`config.mk`:
```
export PLATFORM = sky130hd
export DESIGN_NAME = sobel_edge_filter
export DESIGN_NICKNAME = d
export VERILOG_FILES = /design/src/rtl/sobel_edge_filter.sv
export SDC_FILE = /design/constraint.sdc
export NUM_CORES = 2
export LEC_CHECK = 0
export CAP_MARGIN = 20
export CORE_UTILIZATION = 40
export DETAILED_ROUTE_END_ITERATION = 10
export SLEW_MARGIN = 20
export SYNTH_ARGS = -nofsm -noshare
export SYNTH_HDL_FRONTEND = slang
export SYNTH_SLANG_ARGS = --single-unit
```
`constraint.sdc`:
```
create_clock -name clk -period 5.8 [get_ports clk]
set_input_delay 1.16 -clock clk [delete_from_list [all_inputs] [get_ports clk]]
set_output_delay 1.16 -clock clk [all_outputs]
set_load 0.005 [all_outputs]
```
`src/rtl/sobel_edge_filter.sv`:
```
// Three-stage Sobel edge detector on a 3x3 RGB888 window: grayscale, gradients, magnitude/flag.
// Data-enable, coordinates and a border flag travel alongside the data so outputs stay aligned.
module sobel_edge_filter #(
  parameter int WIDTH    = 24,
  parameter int H_ACTIVE = 1920,
  parameter int V_ACTIVE = 1080
) (
  input  logic             clk,
  input  logic             reset_n,
  input  logic             de_in,
  input  logic [10:0]      x_pixel,
  input  logic [10:0]      y_pixel,
  input  logic [WIDTH-1:0] PixelData_00,
  input  logic [WIDTH-1:0] PixelData_01,
  input  logic [WIDTH-1:0] PixelData_02,
  input  logic [WIDTH-1:0] PixelData_10,
  input  logic [WIDTH-1:0] PixelData_11,
  input  logic [WIDTH-1:0] PixelData_12,
  input  logic [WIDTH-1:0] PixelData_20,
  input  logic [WIDTH-1:0] PixelData_21,
  input  logic [WIDTH-1:0] PixelData_22,
  input  logic [7:0]       threshold,
  output logic             de_out,
  output logic [10:0]      x_out,
  output logic [10:0]      y_out,
  output logic [7:0]       edge_mag,
  output logic             edge_bit
);

  // Luma weights sum to 256, so the top byte of the 16-bit sum is the gray level.
  function automatic logic [7:0] to_gray(input logic [WIDTH-1:0] p);
    logic [15:0] s;
    s = 16'd77  * {8'd0, p[23:16]}
      + 16'd150 * {8'd0, p[15:8]}
      + 16'd29  * {8'd0, p[7:0]};
    return s[15:8];
  endfunction

  function automatic logic signed [10:0] ext1(input logic [7:0] g);
    return $signed({3'b000, g});
  endfunction

  function automatic logic signed [10:0] ext2(input logic [7:0] g);
    return $signed({2'b00, g, 1'b0});
  endfunction

  logic [WIDTH-1:0] tap [9];

  // Stage 1 state
  logic [7:0]  gray_d [9];
  logic [7:0]  gray_q [9];
  logic        de1_d, de1_q;
  logic [10:0] x1_d, x1_q;
  logic [10:0] y1_d, y1_q;
  logic        border1_d, border1_q;

  // Stage 2 state
  logic signed [10:0] gx_d, gx_q;
  logic signed [10:0] gy_d, gy_q;
  logic               de2_d, de2_q;
  logic [10:0]        x2_d, x2_q;
  logic [10:0]        y2_d, y2_q;
  logic               border2_d, border2_q;

  // Stage 3 state (drives the outputs directly)
  logic        de3_d, de3_q;
  logic [10:0] x3_d, x3_q;
  logic [10:0] y3_d, y3_q;
  logic [7:0]  mag3_d, mag3_q;
  logic        bit3_d, bit3_q;

  logic [10:0] abs_gx;
  logic [10:0] abs_gy;
  logic [10:0] grad_sum;

  always_comb begin
    tap[0] = PixelData_00;
    tap[1] = PixelData_01;
    tap[2] = PixelData_02;
    tap[3] = PixelData_10;
    tap[4] = PixelData_11;
    tap[5] = PixelData_12;
    tap[6] = PixelData_20;
    tap[7] = PixelData_21;
    tap[8] = PixelData_22;

    for (int unsigned i = 0; i < 9; i++) begin
      gray_d[i] = to_gray(tap[i]);
    end
    de1_d     = de_in;
    x1_d      = x_pixel;
    y1_d      = y_pixel;
    border1_d = (x_pixel == 11'd0) || (x_pixel == 11'(H_ACTIVE - 1)) ||
                (y_pixel == 11'd0) || (y_pixel == 11'(V_ACTIVE - 1));

    // gray_q index = row*3 + col
    gx_d = (ext1(gray_q[2]) + ext2(gray_q[5]) + ext1(gray_q[8]))
         - (ext1(gray_q[0]) + ext2(gray_q[3]) + ext1(gray_q[6]));
    gy_d = (ext1(gray_q[6]) + ext2(gray_q[7]) + ext1(gray_q[8]))
         - (ext1(gray_q[0]) + ext2(gray_q[1]) + ext1(gray_q[2]));
    de2_d     = de1_q;
    x2_d      = x1_q;
    y2_d      = y1_q;
    border2_d = border1_q;

    abs_gx   = gx_q[10] ? 11'(-gx_q) : 11'(gx_q);
    abs_gy   = gy_q[10] ? 11'(-gy_q) : 11'(gy_q);
    grad_sum = abs_gx + abs_gy;

    mag3_d = (grad_sum > 11'd255) ? 8'hFF : grad_sum[7:0];
    if (!de2_q || border2_q) begin
      mag3_d = '0;
    end
    bit3_d = (mag3_d > threshold);
    de3_d  = de2_q;
    x3_d   = x2_q;
    y3_d   = y2_q;
  end

  always_ff @(posedge clk or negedge reset_n) begin
    if (!reset_n) begin
      for (int unsigned i = 0; i < 9; i++) begin
        gray_q[i] <= '0;
      end
      de1_q     <= 1'b0;
      x1_q      <= '0;
      y1_q      <= '0;
      border1_q <= 1'b0;
      gx_q      <= '0;
      gy_q      <= '0;
      de2_q     <= 1'b0;
      x2_q      <= '0;
      y2_q      <= '0;
      border2_q <= 1'b0;
      de3_q     <= 1'b0;
      x3_q      <= '0;
      y3_q      <= '0;
      mag3_q    <= '0;
      bit3_q    <= 1'b0;
    end else begin
      for (int unsigned i = 0; i < 9; i++) begin
        gray_q[i] <= gray_d[i];
      end
      de1_q     <= de1_d;
      x1_q      <= x1_d;
      y1_q      <= y1_d;
      border1_q <= border1_d;
      gx_q      <= gx_d;
      gy_q      <= gy_d;
      de2_q     <= de2_d;
      x2_q      <= x2_d;
      y2_q      <= y2_d;
      border2_q <= border2_d;
      de3_q     <= de3_d;
      x3_q      <= x3_d;
      y3_q      <= y3_d;
      mag3_q    <= mag3_d;
      bit3_q    <= bit3_d;
    end
  end

  assign de_out   = de3_q;
  assign x_out    = x3_q;
  assign y_out    = y3_q;
  assign edge_mag = mag3_q;
  assign edge_bit = bit3_q;

endmodule
```
==> qor.csv <==
stage,metric,value,unit
drt,Routed Antenna Nets,0,
worst_setup_path,"Data required, critical path",6.17,ns
placed_design,GPL Wtd Cong,0.815,
placed_design,DP HPWL,59800,um
clocking,CTS tree,yes,
timing,Final Skew,0.0122,ns
worst_setup_path,Buf/Inv on CP,5,
logic_synthesis,Post-Syn Area per Cell,10.3,sq um
global_route,number of global-route vias before repair,24800,
floorplanning,core box area,0.0780,sq mm
logic_synthesis,most numerous cell in the Yosys netlist,inv_1,
global_route,largest net degree at the start of global routing,90,
worst_setup_path,RR Startpoint,gx_q[3]$_DFF_PN0_,
min_path,worst hold path type,reg -> reg,
worst_setup_path,critical path type,in -> reg,
logic_synthesis,register area share after synthesis,13.1,%
placed_design,Cells after DPL,4841,
drt,final wirelength,66800,um
logic_synthesis,Post-synth EDFFs,0,
global_route,Congestion Overflow GR,0,
timing,post-route clock period utilization,111,%
floorplanning,DIE AREA,0.0806,sq mm
drt,Via density,4.55,
floorplanning,Die W,284,um
timing,Final Max Tran Viols,0,
outcome,failing checks,setup timing,
clocking,"Clk Latency, worst-skew pair",0.44,ns
worst_setup_path,crit path max fanout,4,
logic_synthesis,top cell type's share of synthesized area,31.7,%
logic_synthesis,Cell variety after synth,67,
timing,Slew @ Worst Pin,0.745,ns
timing,unrepaired setup endpoints after global routing,yes,
min_path,Hold Startpoint,y2_q[10]$_DFF_PN0_,
cells_and_area,fillcell total,6856,
logic_synthesis,yosys synthesis warning count,0,
floorplanning,row count,102,
cells_and_area,synth-to-layout area growth,34.4,%
cells_and_area,antenna cells,0,
drt,Routed wire per std cell,13.6,um
global_route,first-pass GRT wire length,117000,um
cells_and_area,"non-filler cells, final",4905,
job,MaxCap Viol Count,0,
timing,fin crit period,6.44,ns
timing,worst relative slew slack,50.4,%
worst_setup_path,Setup crit end kind,flip-flop,
timing,Final Hold Viols,0,
drt,Iteration-0 DRC Markers,477,
global_route,GRT Overall Usage,17.6,%
cells_and_area,register area,0.00415,sq mm
outcome,status,"finished, violations left",
worst_setup_path,reg2reg setup slack,1.67,ns
clocking,clk slew on worst S/H paths,0.07,ns
clocking,cts bufs inserted,17,
drt,Vias,22300,
logic_synthesis,main flop type after synthesis,dfrtp_1,
drt,DRC,0,
clocking,clk buf depth,2,
logic_synthesis,Netlist Area Pre-Place,0.0318,sq mm
clocking,Root Buffer,clkbuf_16,
worst_setup_path,CP most frequent cell,fa_1,
logic_synthesis,largest area contributor in the netlist,fa_1,
timing,final setup fails,48,
floorplanning,IO Count,281,
cells_and_area,fraction of layout cells with a size suffix above 1,24.9,%
worst_setup_path,arrival time of the worst setup path,6.81,ns
logic_synthesis,"top cells by area, synth","fa_1, ha_1, dfrtp_1",
cells_and_area,area of the multi-input gates,0.0270,sq mm
floorplanning,chip height,284,um
floorplanning,Initial Util,40.8,%
logic_synthesis,Synth Register Bits,166,
drt,drt first pass iters,5,
worst_setup_path,Worst Setup SP,PixelData_12[13],
timing,final setup margin,-0.640,ns
logic_synthesis,syn_nets,4551,
worst_setup_path,startpoint types,input pin,
timing,Max Freq,155,MHz
clocking,Clock H-tree levels,4,
logic_synthesis,Commonest cells post-synth,"inv_1, ha_1, fa_1",
worst_setup_path,"slowest stage delay, CP",0.51,ns
worst_setup_path,Crit-path slowest cell,fa_1,
cells_and_area,post-layout net count,5320,
logic_synthesis,Mapped Cells,3083,
placed_design,port buffer count,256,
logic_synthesis,Synth async-reset ratio,100,%
clocking,CTS Sinks,166,
worst_setup_path,"Largest delay share family, worst path",adder cells,
global_route,initial antenna violation count,0,
flip-flops by register name, indices dropped and copies added, names as in the netlist:
| signal | cells |
|---|---|
| border1_q | 1 |
| border2_q | 1 |
| de1_q | 1 |
| de2_q | 1 |
| de_out | 1 |
| edge_bit | 1 |
| edge_mag | 8 |
| gray_q | 64 |
| gx_q | 11 |
| gy_q | 11 |
| x1_q | 11 |
| x2_q | 11 |
| x_out | 11 |
| y1_q | 11 |
| y2_q | 11 |
| y_out | 11 |
metrics by stage:
stage	worst slack [ns]	hold slack, ns	util (%)	TNS (ns)	cell area (sq um)
2_1_floorplan	-0.905	0.331	-	-21.82	32700
3_3_place_gp	-1.56	0.331	51.4	-73.01	40100
3_5_place_dp	-1.62	0.335	51.4	-76.17	40100
4_1_cts	-0.803	0.349	53.8	-21.41	41900
5_1_grt	-0.855	0.357	54.8	-24.88	42700
6_report	-0.640	0.349	54.8	-15.87	42700
cell usage in the layout (no fill, tap or decap), types with 23 or more instances in the layout:
master           instances
a21oi_2                 26
buf_6                   54
fa_1                   490
nand2b_1                23
buf_4                  458
o21ai_0                 24
dfrtp_1                166
xnor2_2                 26
inv_2                   45
nand2_1                 58
a21oi_1                 90
xnor2_1                100
ha_1                   578
clkdlybuf4s50_1        199
a21o_1                  37
nor2_1                  59
ha_4                   123
xor2_1                  35
nor2b_1                 35
inv_1                  817
cell families (layout without fill, tap and decap cells):
family	Yosys count	count (layout)	synth area share, %
xor+xnor	174	174	4.82
simple gates	317	317	4.90
buf+inv	866	1648	10.2
compound gates	341	341	7.10
flops	166	166	13.1
fa+ha+maj	1219	1219	59.9
layer usage:
layer | up-vias | global-route usage (%) | routed length [um]
li1 | 11200 | - | -
met1 | 10800 | 23.0 | 30700
met2 | 210 | 32.1 | 34100
met3 | 54 | 1.33 | 1250
met4 | 0 | 2.64 | 746
met5 | - | 0 | 0
final cells by class:
cell class | instances | area share (%)
multi-input combinational | 2051 | 63.2
timing repair buffer | 753 | 15.0
sequential | 166 | 9.72
inverter | 863 | 7.59
tap | 1040 | 3.05
clock buffer | 17 | 0.996
clock inverter | 15 | 0.454
what timing repair did:
action	CTS	global route
cloned	0	0
resized for setup	386	170
hold buffers	0	0
setup buffers	27	14
pin swaps	278	209
setup endpoints to repair	64	63
final timing paths:
kind                                              to  cells after the start
worst max-delay path            gray_q[31]$_DFF_PN0_                     25
worst min-delay path             y_out[10]$_DFF_PN0_                      0
worst max register to register    edge_bit$_DFF_PN0_                     19
worst min register to register   y_out[10]$_DFF_PN0_                      0
max in group asynchronous       gray_q[17]$_DFF_PN0_                      2
min in group asynchronous          y2_q[3]$_DFF_PN0_                      1
Power is left out: the tool's default activity adds up to more than one toggle a clock period on the data nets, which glitch-free logic cannot reach.
